[config.mk]
export PLATFORM = sky130hd
export DESIGN_NAME = dmem_port_arbiter_flat
export DESIGN_NICKNAME = d
export VERILOG_FILES = /design/src/rtl/dmem_port_arbiter_pkg.sv /design/src/rtl/dmem_port_arbiter_if.sv /design/src/rtl/dmem_port_arbiter_sat_counter.sv /design/src/rtl/dmem_port_arbiter.sv /design/src/flat_wrapper.sv
export SDC_FILE = /design/constraint.sdc
export NUM_CORES = 1
export LEC_CHECK = 0
export CORE_AREA = 2 2 96 98
export DETAILED_ROUTE_END_ITERATION = 10
export DIE_AREA = 0 0 98 100
export PLACE_DENSITY = 0.76
export SYNTH_ARGS = -nofsm -noshare
export SYNTH_HDL_FRONTEND = slang
export SYNTH_SLANG_ARGS = --single-unit
[constraint.sdc]
create_clock -name clock -period 3.2 [get_ports clock]
set_input_delay 0.64 -clock clock [delete_from_list [all_inputs] [get_ports clock]]
set_output_delay 0.64 -clock clock [all_outputs]
set_load 0.01 [all_outputs]
[src/rtl/dmem_port_arbiter_pkg.sv]
// Shared types for the MEM-stage data RAM arbiter.
// State and winner encodings plus counter width helper.
package dmem_arb_pkg;

    localparam int ADDR_W_DEF = 5;
    localparam int IO_BIT_DEF = 7;

    typedef enum logic {
        ST_CPU   = 1'b0,
        ST_BURST = 1'b1
    } arb_state_t;

    typedef enum logic [1:0] {
        WIN_NONE = 2'd0,
        WIN_CPU  = 2'd1,
        WIN_AUX  = 2'd2
    } win_t;

    function automatic int cnt_w(input int max);
        return $clog2(max + 1);
    endfunction

endpackage

[src/rtl/dmem_port_arbiter_if.sv]
// CPU, aux and RAM signal bundle of the data RAM arbiter.
// master = requesters plus RAM model, slave = arbiter.
interface dmem_port_arbiter_if #(
    parameter int ADDR_W = 5
);
    logic              cpu_rd;
    logic              cpu_wr;
    logic [31:0]       cpu_addr;
    logic [31:0]       cpu_wdata;
    logic              cpu_stall;
    logic [31:0]       cpu_rdata;

    logic              aux_req;
    logic              aux_we;
    logic              aux_lock;
    logic [ADDR_W-1:0] aux_addr;
    logic [31:0]       aux_wdata;
    logic              aux_gnt;
    logic              aux_rvalid;
    logic [31:0]       aux_rdata;

    logic [ADDR_W-1:0] ram_addr;
    logic [31:0]       ram_wdata;
    logic              ram_we;
    logic [31:0]       ram_rdata;

    modport master (
        output cpu_rd, cpu_wr, cpu_addr, cpu_wdata,
        input  cpu_stall, cpu_rdata,
        output aux_req, aux_we, aux_lock, aux_addr, aux_wdata,
        input  aux_gnt, aux_rvalid, aux_rdata,
        input  ram_addr, ram_wdata, ram_we,
        output ram_rdata
    );

    modport slave (
        input  cpu_rd, cpu_wr, cpu_addr, cpu_wdata,
        output cpu_stall, cpu_rdata,
        input  aux_req, aux_we, aux_lock, aux_addr, aux_wdata,
        output aux_gnt, aux_rvalid, aux_rdata,
        output ram_addr, ram_wdata, ram_we,
        input  ram_rdata
    );

endinterface

[src/rtl/dmem_port_arbiter_sat_counter.sv]
// Saturating up-counter with synchronous clear.
// Used for aux starvation and burst beat counting.
module arb_sat_counter #(
    parameter int MAX = 4,
    parameter int W   = $clog2(MAX + 1)
) (
    input  logic         clk,
    input  logic         resetn,
    input  logic         clr,
    input  logic         inc,
    output logic [W-1:0] cnt
);

    always_ff @(posedge clk) begin
        if (!resetn || clr) begin
            cnt <= '0;
        end else if (inc && (cnt != W'(MAX))) begin
            cnt <= cnt + 1'b1;
        end
    end

endmodule

[src/rtl/dmem_port_arbiter.sv]
// Single-port data RAM arbiter: CPU MEM stage vs aux requester.
// CPU priority with aux starvation bound and lockable aux bursts.
module dmem_port_arbiter
    import dmem_arb_pkg::*;
#(
    parameter int ADDR_W       = ADDR_W_DEF,
    parameter int IO_BIT       = IO_BIT_DEF,
    parameter int STARVE_LIMIT = 4,
    parameter int MAX_BURST    = 8
) (
    input logic                 clock,
    input logic                 resetn,
    dmem_port_arbiter_if.slave  bus
);

    localparam int SW = cnt_w(STARVE_LIMIT);
    localparam int BW = cnt_w(MAX_BURST);

    arb_state_t    state;
    arb_state_t    state_nx;
    win_t          win;
    logic          cpu_ram_req;
    logic          beat_inc;
    logic          beat_clr;
    logic          starve_inc;
    logic          starve_clr;
    logic [SW-1:0] starve_cnt;
    logic [BW-1:0] beat_cnt;
    logic          aux_rvalid;
    logic [31:0]   aux_rdata;
    logic          aux_rd_gnt;

    assign cpu_ram_req = (bus.cpu_rd | bus.cpu_wr) & ~bus.cpu_addr[IO_BIT];

    always_ff @(posedge clock) begin
        if (!resetn) begin
            state <= ST_CPU;
        end else begin
            state <= state_nx;
        end
    end

    // A burst counts its entry beat, so beat MAX_BURST is granted
    // while beat_cnt == MAX_BURST-1 and closes the burst.
    always_comb begin
        win      = WIN_NONE;
        state_nx = state;
        beat_inc = 1'b0;
        beat_clr = 1'b0;
        if (!resetn) begin
            state_nx = ST_CPU;
            beat_clr = 1'b1;
        end else begin
            unique case (state)
                ST_CPU: begin
                    if (bus.aux_req &&
                        (!cpu_ram_req ||
                         (starve_cnt == SW'(STARVE_LIMIT)))) begin
                        win = WIN_AUX;
                        if (bus.aux_lock && (MAX_BURST > 1)) begin
                            state_nx = ST_BURST;
                            beat_inc = 1'b1;
                        end
                    end else if (cpu_ram_req) begin
                        win = WIN_CPU;
                    end
                end
                ST_BURST: begin
                    if (bus.aux_req) begin
                        win = WIN_AUX;
                    end
                    if (!bus.aux_req || !bus.aux_lock ||
                        (beat_cnt == BW'(MAX_BURST - 1))) begin
                        state_nx = ST_CPU;
                        beat_clr = 1'b1;
                    end else begin
                        beat_inc = 1'b1;
                    end
                end
                default: begin
                    state_nx = ST_CPU;
                    beat_clr = 1'b1;
                end
            endcase
        end
    end

    assign bus.aux_gnt   = (win == WIN_AUX);
    assign bus.cpu_stall = resetn & cpu_ram_req & (win != WIN_CPU);
    assign bus.cpu_rdata = bus.ram_rdata;

    always_comb begin
        bus.ram_addr  = '0;
        bus.ram_wdata = '0;
        bus.ram_we    = 1'b0;
        unique case (win)
            WIN_CPU: begin
                bus.ram_addr  = bus.cpu_addr[ADDR_W+1:2];
                bus.ram_wdata = bus.cpu_wdata;
                bus.ram_we    = bus.cpu_wr;
            end
            WIN_AUX: begin
                bus.ram_addr  = bus.aux_addr;
                bus.ram_wdata = bus.aux_wdata;
                bus.ram_we    = bus.aux_we;
            end
            default: ;
        endcase
    end

    assign starve_inc = bus.aux_req & ~bus.aux_gnt;
    assign starve_clr = ~bus.aux_req | bus.aux_gnt;

    arb_sat_counter #(
        .MAX (STARVE_LIMIT),
        .W   (SW)
    ) u_starve (
        .clk    (clock),
        .resetn (resetn),
        .clr    (starve_clr),
        .inc    (starve_inc),
        .cnt    (starve_cnt)
    );

    arb_sat_counter #(
        .MAX (MAX_BURST),
        .W   (BW)
    ) u_beat (
        .clk    (clock),
        .resetn (resetn),
        .clr    (beat_clr),
        .inc    (beat_inc),
        .cnt    (beat_cnt)
    );

    assign aux_rd_gnt = bus.aux_gnt & ~bus.aux_we;

    always_ff @(posedge clock) begin
        if (!resetn) begin
            aux_rvalid <= 1'b0;
            aux_rdata  <= '0;
        end else begin
            aux_rvalid <= aux_rd_gnt;
            if (aux_rd_gnt) begin
                aux_rdata <= bus.ram_rdata;
            end
        end
    end

    assign bus.aux_rvalid = aux_rvalid;
    assign bus.aux_rdata  = aux_rdata;

endmodule
[src/flat_wrapper.sv]
// flat-port wrapper written by rule: the top's interface ports become plain ports
module dmem_port_arbiter_flat import dmem_arb_pkg::*;
#(
    parameter int ADDR_W       = ADDR_W_DEF,
    parameter int IO_BIT       = IO_BIT_DEF,
    parameter int STARVE_LIMIT = 4,
    parameter int MAX_BURST    = 8
)
  (clock, resetn, bus_cpu_rd, bus_cpu_wr, bus_cpu_addr, bus_cpu_wdata, bus_cpu_stall, bus_cpu_rdata, bus_aux_req, bus_aux_we, bus_aux_lock, bus_aux_addr, bus_aux_wdata, bus_aux_gnt, bus_aux_rvalid, bus_aux_rdata, bus_ram_addr, bus_ram_wdata, bus_ram_we, bus_ram_rdata);
  dmem_port_arbiter_if #(.ADDR_W(ADDR_W)) bus_i ();
  input logic clock;
  input logic resetn;
  input wire logic [$bits(bus_i.cpu_rd)-1:0] bus_cpu_rd;
  input wire logic [$bits(bus_i.cpu_wr)-1:0] bus_cpu_wr;
  input wire logic [$bits(bus_i.cpu_addr)-1:0] bus_cpu_addr;
  input wire logic [$bits(bus_i.cpu_wdata)-1:0] bus_cpu_wdata;
  output wire logic [$bits(bus_i.cpu_stall)-1:0] bus_cpu_stall;
  output wire logic [$bits(bus_i.cpu_rdata)-1:0] bus_cpu_rdata;
  input wire logic [$bits(bus_i.aux_req)-1:0] bus_aux_req;
  input wire logic [$bits(bus_i.aux_we)-1:0] bus_aux_we;
  input wire logic [$bits(bus_i.aux_lock)-1:0] bus_aux_lock;
  input wire logic [$bits(bus_i.aux_addr)-1:0] bus_aux_addr;
  input wire logic [$bits(bus_i.aux_wdata)-1:0] bus_aux_wdata;
  output wire logic [$bits(bus_i.aux_gnt)-1:0] bus_aux_gnt;
  output wire logic [$bits(bus_i.aux_rvalid)-1:0] bus_aux_rvalid;
  output wire logic [$bits(bus_i.aux_rdata)-1:0] bus_aux_rdata;
  output wire logic [$bits(bus_i.ram_addr)-1:0] bus_ram_addr;
  output wire logic [$bits(bus_i.ram_wdata)-1:0] bus_ram_wdata;
  output wire logic [$bits(bus_i.ram_we)-1:0] bus_ram_we;
  input wire logic [$bits(bus_i.ram_rdata)-1:0] bus_ram_rdata;
  assign bus_i.cpu_rd = bus_cpu_rd;
  assign bus_i.cpu_wr = bus_cpu_wr;
  assign bus_i.cpu_addr = bus_cpu_addr;
  assign bus_i.cpu_wdata = bus_cpu_wdata;
  assign bus_cpu_stall = bus_i.cpu_stall;
  assign bus_cpu_rdata = bus_i.cpu_rdata;
  assign bus_i.aux_req = bus_aux_req;
  assign bus_i.aux_we = bus_aux_we;
  assign bus_i.aux_lock = bus_aux_lock;
  assign bus_i.aux_addr = bus_aux_addr;
  assign bus_i.aux_wdata = bus_aux_wdata;
  assign bus_aux_gnt = bus_i.aux_gnt;
  assign bus_aux_rvalid = bus_i.aux_rvalid;
  assign bus_aux_rdata = bus_i.aux_rdata;
  assign bus_ram_addr = bus_i.ram_addr;
  assign bus_ram_wdata = bus_i.ram_wdata;
  assign bus_ram_we = bus_i.ram_we;
  assign bus_i.ram_rdata = bus_ram_rdata;
  dmem_port_arbiter #(.ADDR_W(ADDR_W), .IO_BIT(IO_BIT), .STARVE_LIMIT(STARVE_LIMIT), .MAX_BURST(MAX_BURST)) u_core (.clock(clock), .resetn(resetn), .bus(bus_i));
endmodule
==> flow_summary.ini, run 1 <==
[run_status]
run_status = completed

[die]
num_io_pins = 245
dieHeight_um = 100
rows = 35
die_width_um = 98
start_util_pct = 26.2
coreArea_um2 = 8890
dieArea_um2 = 9800

[critical_path]
cp_cell_sequence = dlygate4sd2_1, o21ba_4, nand2_2, a311oi_4, buf_4, ha_4, buf_12, a22oi_2, nor2_1, clkdlybuf4s15_2
end_kind = output pin
rrSetupSlack_ns = 0.95
cp_max_fo = 16
cp_slowest_cell = a311oi_4
startpoint_type = primary input
cp.required_ns = 2.56
cpPeakStageDelay_ns = 0.30
critical_path_class = primary input to output pin
cp.arrival_ns = 2.41

[power]
peakVddDrop_mv = 0.244
powerDensity_nw_per_um2 = 274
p_leak_nw = 1.75

[grt]
grt-busiest-layer = met2
grt_pass1_wl_um = 14000
antenna_found_initial = 0
overflow = 0
use_met1_pct = 18.9
grt_util_all_layers_pct = 17.2
grt.met3_usage_pct = 5.29
grt_max_degree = 34
grt_use_met2_pct = 32.3
grt_pass1_vias = 2855

[logic_synthesis]
syn_avg_cell_area_um2 = 7.16
syn_nets = 473
ys_types = 27
synthFlopType = dfxtp_1
synth-seq-cells = 41
synth_edf_count = 0
synth_area_um2 = 2330
netlist_instances = 326
synth_warnings = 0
async_flop_share_pct = 0
yosysSeqAreaShare_pct = 35.2

[cells_and_area]
area_growth_pct = 106
n_antenna_cell = 0
finalCoreUtilization_pct = 54.1
n_fill_cell = 796
final_cell_count_no_fill = 632
final_nets = 667
layout-drive-gt1-share_pct = 21.5

[detailed_routing]
routed_wl_um = 9030
post-route-drc-count = 0
ant_nets = 0
firstDrtPassIters = 4
vias_per_cell = 4.69
vias = 2965
wl_per_cell_um = 14.3
drt_iter0_markers = 75

[timing]
rsz0062_at_grt = no
period_share_pct = 95.4
finalMaxSlewViolations = 0
whs_ns = 0.455
slew_headroom_pct = 81.7
finalSetupViolations = 0
fin_skew_ns = 0.00782
clock.fmax_mhz = 328
tightestPinTransition_ns = 0.273
hold_violations = 0
min_period_ns = 3.05

[clock_network]
clock_sinks = 41
cts_root_buf = clkbuf_8
h-tree-depth = 2
cts_buffers = 5
cts_hold_buffers = 0
clock_path_buffers = 2
cts.clk_slew.worst_paths_ns = 0.07
insertion_delay_ns = 0.29
cts_tree = yes

[placement]
place_inst = 617
dpl.hpwl_um = 6850
gp_congestion = 0.720
io_buffers = 218

[run]
cap_viol_max_count = 0

[worst_hold_path]
min_path_type = flip-flop to flip-flop
## timing repair
item                                    CTS  global route
endpoints found under the setup margin   40            31
setup buffers                             7             0
pin swaps                                 7             3
resized for setup                       178             9
gates cloned                              1             0
## cell usage after synthesis (2+ instances only)
master    number  area [um^2]
a21oi_1       39          195
nand2_1       70          263
a22oi_1       38          285
inv_1          6         22.5
clkbuf_1      22         82.6
a21o_1         2         15.0
buf_4         32          240
nor2_1        44          165
nand3b_1       2         15.0
nand3_1        5         25.0
o21ai_0        4         20.0
dfxtp_1       41          821
ha_1           7         87.6
## worst max-delay path, delay by kind of cell
family	cells	cell delay [ns]
buffers and inverters	4	0.82
AO/OA/AOI/OAI	3	0.58
AND/OR/NAND/NOR	2	0.21
adder cells (fa/ha/maj)	1	0.16
## kinds of logic (layout without fill, tap and decap cells)
kind of cell	after synthesis	count (layout)	synth area share (%)
adders and majority gates	7	7	3.75
xor gates and xnor gates	1	1	0.375
AOI/OAI and AO/OA	87	87	23.6
DFF	41	41	35.2
buffers and inverters	63	258	15.3
and+or+nand+nor	127	127	21.8
## cell usage in the layout (no fill, tap or decap), types with 3 or more instances in the layout
cell type	count
clkdlybuf4s50_1	174
nand2_1	69
nor2_1	43
dfxtp_1	41
a21oi_1	39
a22oi_2	33
buf_2	22
buf_4	16
clkdlybuf4s15_2	11
dlygate4sd2_1	6
a22oi_1	5
clkbuf_8	5
buf_12	5
inv_1	4
o21ai_0	4
nand3_1	4
ha_1	4
clkdlybuf4s15_1	3
## area by class of cell
class | count | area [um^2] | share of cell area [%]
clock buffer | 5 | 68.8 | 1.43
clock inverter | 3 | 17.5 | 0.364
inverter | 8 | 31.3 | 0.651
multi-input combinational | 222 | 1380 | 28.8
sequential | 41 | 821 | 17.1
tap | 111 | 139 | 2.89
timing repair buffer | 242 | 2350 | 48.8
## state kept, by name, summed over array words and instances (netlist names)
signal	flops
u_core.state	1
u_core.bus.aux_rdata	32
u_core.bus.aux_rvalid	1
u_core.u_beat.cnt	4
u_core.u_starve.cnt	3
## final timing paths
path	start	end	cells past startpoint
max	bus_cpu_addr[7]	bus_ram_wdata[18]	10
min	u_core.bus.aux_rdata[12]	u_core.bus.aux_rdata[12]	2
max reg2reg	u_core.u_starve.cnt[0]	u_core.bus.aux_rdata[9]	11
min reg2reg	u_core.bus.aux_rdata[12]	u_core.bus.aux_rdata[12]	2
## metrics by stage
step	cell area, um^2	setup WS [ns]	TNS (ns)	total power [mW]
floorplan	2330	0.245	0	0.702
global placement	4520	-0.480	-17.25	0.963
detailed placement	4520	-0.536	-18.73	0.970
CTS	4810	0.0371	0	1.33
global route	4810	0.0384	0	1.38
finish	4810	0.149	0	1.32
## routing by layer
metal	vias up	share of wire, %
li1	1460	-
met1	1331	38
met2	159	51
met3	15	9.4
met4	0	1.6
met5	-	0
## power by group
group          internal (mW)  leakage (nW)  switching (mW)
Clock                  0.150        0.0439           0.174
Sequential             0.524         0.332         0.00916
Combinational          0.277          1.38           0.183
Total                  0.952          1.75           0.367
Power figures use the tool's default switching activity.
==> run 2, diff against run 1 <==
--- a/config.mk
+++ b/config.mk
@@ -8,7 +8,7 @@
 export CORE_AREA = 2 2 96 98
 export DETAILED_ROUTE_END_ITERATION = 10
 export DIE_AREA = 0 0 98 100
-export PLACE_DENSITY = 0.76
+export PLACE_DENSITY = 0.8
 export SYNTH_ARGS = -nofsm -noshare
 export SYNTH_HDL_FRONTEND = slang
 export SYNTH_SLANG_ARGS = --single-unit
==> flow_summary.ini, run 2 (synthesis results as in run 1) <==
[worst_hold_path]
hold_depth = 2
min_path_type = flip-flop to flip-flop

[die]
die_width_um = 98
coreArea_um2 = 8890
rows = 35
dieHeight_um = 100
dieArea_um2 = 9800
start_util_pct = 26.2
num_io_pins = 245

[timing]
finalSetupViolations = 0
whs_ns = 0.454
slew_headroom_pct = 67.5
hold_violations = 0
tightestPinTransition_ns = 0.485
fin_skew_ns = 0.00781
min_period_ns = 3.14
finalMaxSlewViolations = 0
period_share_pct = 98.0
clock.fmax_mhz = 319
fin_tns_setup_ns = 0

[clock_network]
clock_path_buffers = 2
cts_root_buf = clkbuf_8
cts_hold_buffers = 0
clock_sinks = 41
h-tree-depth = 2
cts.clk_slew.worst_paths_ns = 0.08
insertion_delay_ns = 0.29
cts_tree = yes
cts_buffers = 5

[critical_path]
worst_r2r_path_depth = 11
end_kind = output pin
startpoint_type = primary input
cp.required_ns = 2.56
cp.arrival_ns = 2.50
cp_max_fo = 9
critical_path_class = primary input to output pin

[placement]
gp_congestion = 0.793
io_buffers = 218
dpl.hpwl_um = 6830
place_inst = 616

[cells_and_area]
reg_top3 = u_core.bus.aux_rdata x32, u_core.u_beat.cnt x4, u_core.u_starve.cnt x3
top_register = u_core.bus.aux_rdata
layout_commonest_cell = clkdlybuf4s50_1
area_growth_pct = 106
mostFrequentLayoutCells = clkdlybuf4s50_1, nand2_1, nor2_1
largest_reg_flops = 32
layout-drive-gt1-share_pct = 19.0
final_nets = 666
final_cell_count_no_fill = 632

[grt]
grt_util_all_layers_pct = 18.2
overflow = 0
grt_pass1_vias = 3055
grt_pass1_wl_um = 14600
antenna_found_initial = 1
grt_max_degree = 34

[detailed_routing]
vias_per_cell = 4.78
ant_nets = 0
firstDrtPassIters = 4
wl_per_cell_um = 15.2
routed_wl_um = 9590
drt_iter0_markers = 78
post-route-drc-count = 0
vias = 3024

[power]
powerDensity_nw_per_um2 = 277
switching_share_pct = 27.5
p_leak_nw = 1.81
p_clk_share_pct = 24.4
switching_power_mw = 0.366
p_seq_share_pct = 40.1
comb_power_share_pct = 35.5
peakVddDrop_mv = 0.251
internal_power_mw = 0.964

[run_status]
run_status = completed

[run]
cap_viol_max_count = 0
==> run 2: cell types whose count changed in the layout (fill, tap and decap cells not counted), sizes merged <==
cell	change
dlymetal6s2s	+1
clkbuf	-1
clkdlybuf4s15	-5
bufbuf	+4
diode	+1
==> run 2: worst paths after layout <==
path                             from                       end  slack, ns
max reg2reg    u_core.u_starve.cnt[0]  u_core.bus.aux_rdata[26]       0.97
max                       bus_aux_req         bus_ram_wdata[12]       0.06
min          u_core.bus.aux_rdata[14]  u_core.bus.aux_rdata[14]       0.45
min reg2reg  u_core.bus.aux_rdata[14]  u_core.bus.aux_rdata[14]       0.45
==> run 2: layout make-up <==
class,count,area (um^2)
multi-input cells,222,1320
diodes,1,2.50
clock inverters,3,17.5
clock buffers,5,68.8
repair buffers,241,2390
well taps,111,139
flip-flops and latches,41,821
fillers,793,4090
inverters,8,31.3
==> run 2: worst max-delay path, stage by stage <==
cell             delay, ns
clkdlybuf4s50_1       0.45
a311oi_2              0.28
inv_1                 0.13
ha_4                  0.18
buf_4                 0.14
bufbuf_16             0.27
a22oi_2               0.19
nor2_1                0.07
buf_2                 0.14
==> run 2: timing repair <==
action,4_1_cts,5_1_grt
endpoints found under the setup margin,40,37
hold endpoints to repair,0,0
pin swaps,3,5
buffers inserted,2,1
resized for setup,161,15
gates cloned,4,0
==> run 2: stage by stage <==
stage / instance area (um^2) / util, % / setup slack (ns) / power [mW]
3_5_place_dp: 4510 / 50.8 / -0.469 / 0.967
6_report: 4800 / 54.0 / 0.0637 / 1.33
2_1_floorplan: 2330 / - / 0.245 / 0.702
5_1_grt: 4800 / 54.0 / -0.0239 / 1.39
4_1_cts: 4730 / 53.2 / -0.0920 / 1.33
3_3_place_gp: 4510 / 50.8 / -0.440 / 0.961
==> run 2: power groups by stage <==
stage	Clock, mW	Sequential (mW)	Combinational (mW)
2_1_floorplan	0	0.549	0.153
3_3_place_gp	0	0.544	0.417
3_5_place_dp	0	0.545	0.422
4_1_cts	0.338	0.533	0.463
5_1_grt	0.358	0.535	0.502
6_report	0.325	0.533	0.473
==> run 2: layer usage <==
metal	part of all wire, %	GRT usage (%)	routed length [um]	up-vias
met5	0	0	0	-
met4	1.7	5.02	161	0
met3	8.0	4.46	765	11
met2	53	35.9	5090	152
met1	37	19.1	3570	1405
li1	-	-	-	1456
==> run 3, diff against run 2 <==
--- a/config.mk
+++ b/config.mk
@@ -5,10 +5,11 @@
 export SDC_FILE = /design/constraint.sdc
 export NUM_CORES = 1
 export LEC_CHECK = 0
-export CORE_AREA = 2 2 96 98
+export ABC_AREA = 1
+export CORE_AREA = 2 2 94 96
 export DETAILED_ROUTE_END_ITERATION = 10
-export DIE_AREA = 0 0 98 100
-export PLACE_DENSITY = 0.8
+export DIE_AREA = 0 0 96 98
+export PLACE_DENSITY = 0.85
 export SYNTH_ARGS = -nofsm -noshare
 export SYNTH_HDL_FRONTEND = slang
 export SYNTH_SLANG_ARGS = --single-unit
==> flow_summary.ini, run 3 <==
[clock_network]
h-tree-depth = 2
cts_root_buf = clkbuf_8
cts_buffers = 5
cts.clk_slew.worst_paths_ns = 0.07
clock_path_buffers = 2
cts_tree = yes
clock_sinks = 41
insertion_delay_ns = 0.29

[timing]
hold_violations = 0
finalMaxSlewViolations = 0
fin_skew_ns = 0.00943
period_share_pct = 98.5
slew_headroom_pct = 80.3
clock.fmax_mhz = 317
min_period_ns = 3.15
tightestPinTransition_ns = 0.295
finalSetupViolations = 0

[logic_synthesis]
yosysMostFrequentCell = nand2_1
syn_avg_cell_area_um2 = 6.45
synth_edf_count = 0
netlist_instances = 382
async_flop_share_pct = 0
synth_area_um2 = 2460
synth_warnings = 0
synth-seq-cells = 41
syn_nets = 529
ys_types = 22
yosysSeqAreaShare_pct = 33.3
synthFlopType = dfxtp_1
synth_top_area_cell = dfxtp_1
ys_top_cells_by_count = nand2_1, nor2_1, a21oi_1
synthTopCellsByArea = dfxtp_1, nand2_1, nor2_1, buf_4, a21oi_1
synth.top_cell.area_share_pct = 33.3

[critical_path]
worst_r2r_path_depth = 15
cp_top_family = buffers and inverters
rrSetupSlack_ns = 0.77
reg2reg_to = u_core.bus.aux_rdata[6]
cp.required_ns = 2.56
r2r-start = u_core.u_starve.cnt[1]
cp.arrival_ns = 2.51
cp_slowest_cell = clkdlybuf4s50_1
startpoint_type = primary input
critPathBufInv = 3
cp_cell_sequence = clkdlybuf4s50_1, nor2_1, nor2_2, nor3_2, ha_2, buf_12, a21oi_1, clkdlybuf4s15_1
critical_path_class = primary input to output pin
cp_max_fo = 38
end_kind = output pin
cpPeakStageDelay_ns = 0.44

[grt]
grt_pass1_wl_um = 14400
grt_pass1_vias = 3160
grt_max_degree = 39
antenna_found_initial = 0
grt_util_all_layers_pct = 18.8
overflow = 0

[die]
die_width_um = 96
coreArea_um2 = 8470
dieArea_um2 = 9410
rows = 34
num_io_pins = 245
start_util_pct = 29.1
dieHeight_um = 98

[cells_and_area]
reg_top3 = u_core.bus.aux_rdata x32, u_core.u_beat.cnt x4, u_core.u_starve.cnt x3
mostFrequentLayoutCells = clkdlybuf4s50_1, nand2_1, nor2_1
top_register = u_core.bus.aux_rdata
area_growth_pct = 91.7
largest_reg_flops = 32
finalCoreUtilization_pct = 55.8
n_fill_cell = 776
layout_commonest_cell = clkdlybuf4s50_1
final_cell_count_no_fill = 687
layout-drive-gt1-share_pct = 16.1
n_antenna_cell = 0
final_nets = 725

[power]
p_leak_nw = 1.99
power_mw = 1.34
powerDensity_nw_per_um2 = 284
peakVddDrop_mv = 0.230

[detailed_routing]
routed_wl_um = 9720
vias = 3217
wl_per_cell_um = 14.1
ant_nets = 0
firstDrtPassIters = 4
post-route-drc-count = 0
drt_iter0_markers = 59
vias_per_cell = 4.68

[worst_hold_path]
min_path_type = flip-flop to flip-flop
hold_depth = 2
min_to = u_core.u_beat.cnt[3]
worstHoldStart = u_core.u_beat.cnt[3]

[run]
cap_viol_max_count = 0

[placement]
io_buffers = 218
dpl.hpwl_um = 7050
gp_congestion = 0.779
place_inst = 670

[run_status]
run_status = completed
run 3: cell types whose count changed after synthesis, moves of 7 or more:
cell      before  now
a22oi_1       38    0
clkbuf_1      22   15
inv_1          6   15
nand2_1       70   92
nor2_1        44   73
o21ai_0        4   27
run 3: worst max-delay path by stage:
stage / startpoint / endpoint / cells past startpoint
floorplan: bus_cpu_rd / bus_ram_addr[0] / 10
global placement: bus_cpu_rd / bus_ram_wdata[20] / 10
detailed placement: bus_cpu_rd / bus_ram_wdata[20] / 10
CTS: bus_cpu_addr[7] / bus_ram_wdata[17] / 12
global route: u_core.u_starve.cnt[1] / bus_ram_wdata[5] / 11
finish: bus_aux_req / bus_ram_wdata[5] / 8
run 3: metrics by stage:
step                      setup slack, ns  hold WS, ns  setup TNS, ns  instance area [um^2]
after floorplan                     0.377        0.440              0                  2460
after global placement             -0.393        0.450         -13.17                  4610
after detailed placement           -0.402        0.455         -13.95                  4610
after CTS                         0.00611        0.467              0                  4730
after global routing              -0.0621        0.475         -0.171                  4720
final                              0.0471        0.465              0                  4720
run 3: power breakdown:
part           internal [mW]  switching, mW  total [mW]
clock                  0.175          0.175       0.350
combinational          0.267          0.183       0.450
sequential             0.531         0.0114       0.543
run 3: cells by family (layout without fill, tap and decap cells):
kind of cell | count (synthesis) | count (layout) | share of synthesized area [%]
xor gates and xnor gates | 3 | 3 | 1.07
buffers and inverters | 70 | 267 | 16.3
DFF | 41 | 41 | 33.3
and+or+nand+nor | 182 | 182 | 29.7
AOI/OAI and AO/OA | 79 | 79 | 16.2
adders and majority gates | 7 | 7 | 3.55
run 3: worst reg2reg max path, delay by kind of cell (launching register included):
kind / cells / cell delay [ns]
and+or+nand+nor: 7 / 0.70
buffers and inverters: 5 / 0.67
adders and majority gates: 2 / 0.41
DFF: 1 / 0.35
AOI/OAI and AO/OA: 1 / 0.20
run 3: cell type report:
type / count / area, um^2 / area share (%)
clock buffers: 6 / 82.6 / 1.75
flip-flops and latches: 41 / 822 / 17.4
clock inverters: 2 / 13.8 / 0.291
repair buffers: 243 / 2300 / 48.7
multi-input cells: 271 / 1310 / 27.6
well taps: 108 / 135 / 2.86
inverters: 16 / 62.6 / 1.32
run 3: per-layer routing:
layer,part of all wire (%),track usage (%),vias to the layer above
met5,0,0,-
met4,2.2,5.60,0
li1,-,-,1578
met2,51,36.1,160
met3,11,6.64,18
met1,35,18.3,1461
run 3: repair_timing:
action                     in CTS  in global routing
pin swaps                       4                  3
setup endpoints to repair      40                 40
gates cloned                    2                  1
buffers inserted                6                  0
hold buffers                    0                  0
gates resized for setup       105                 56
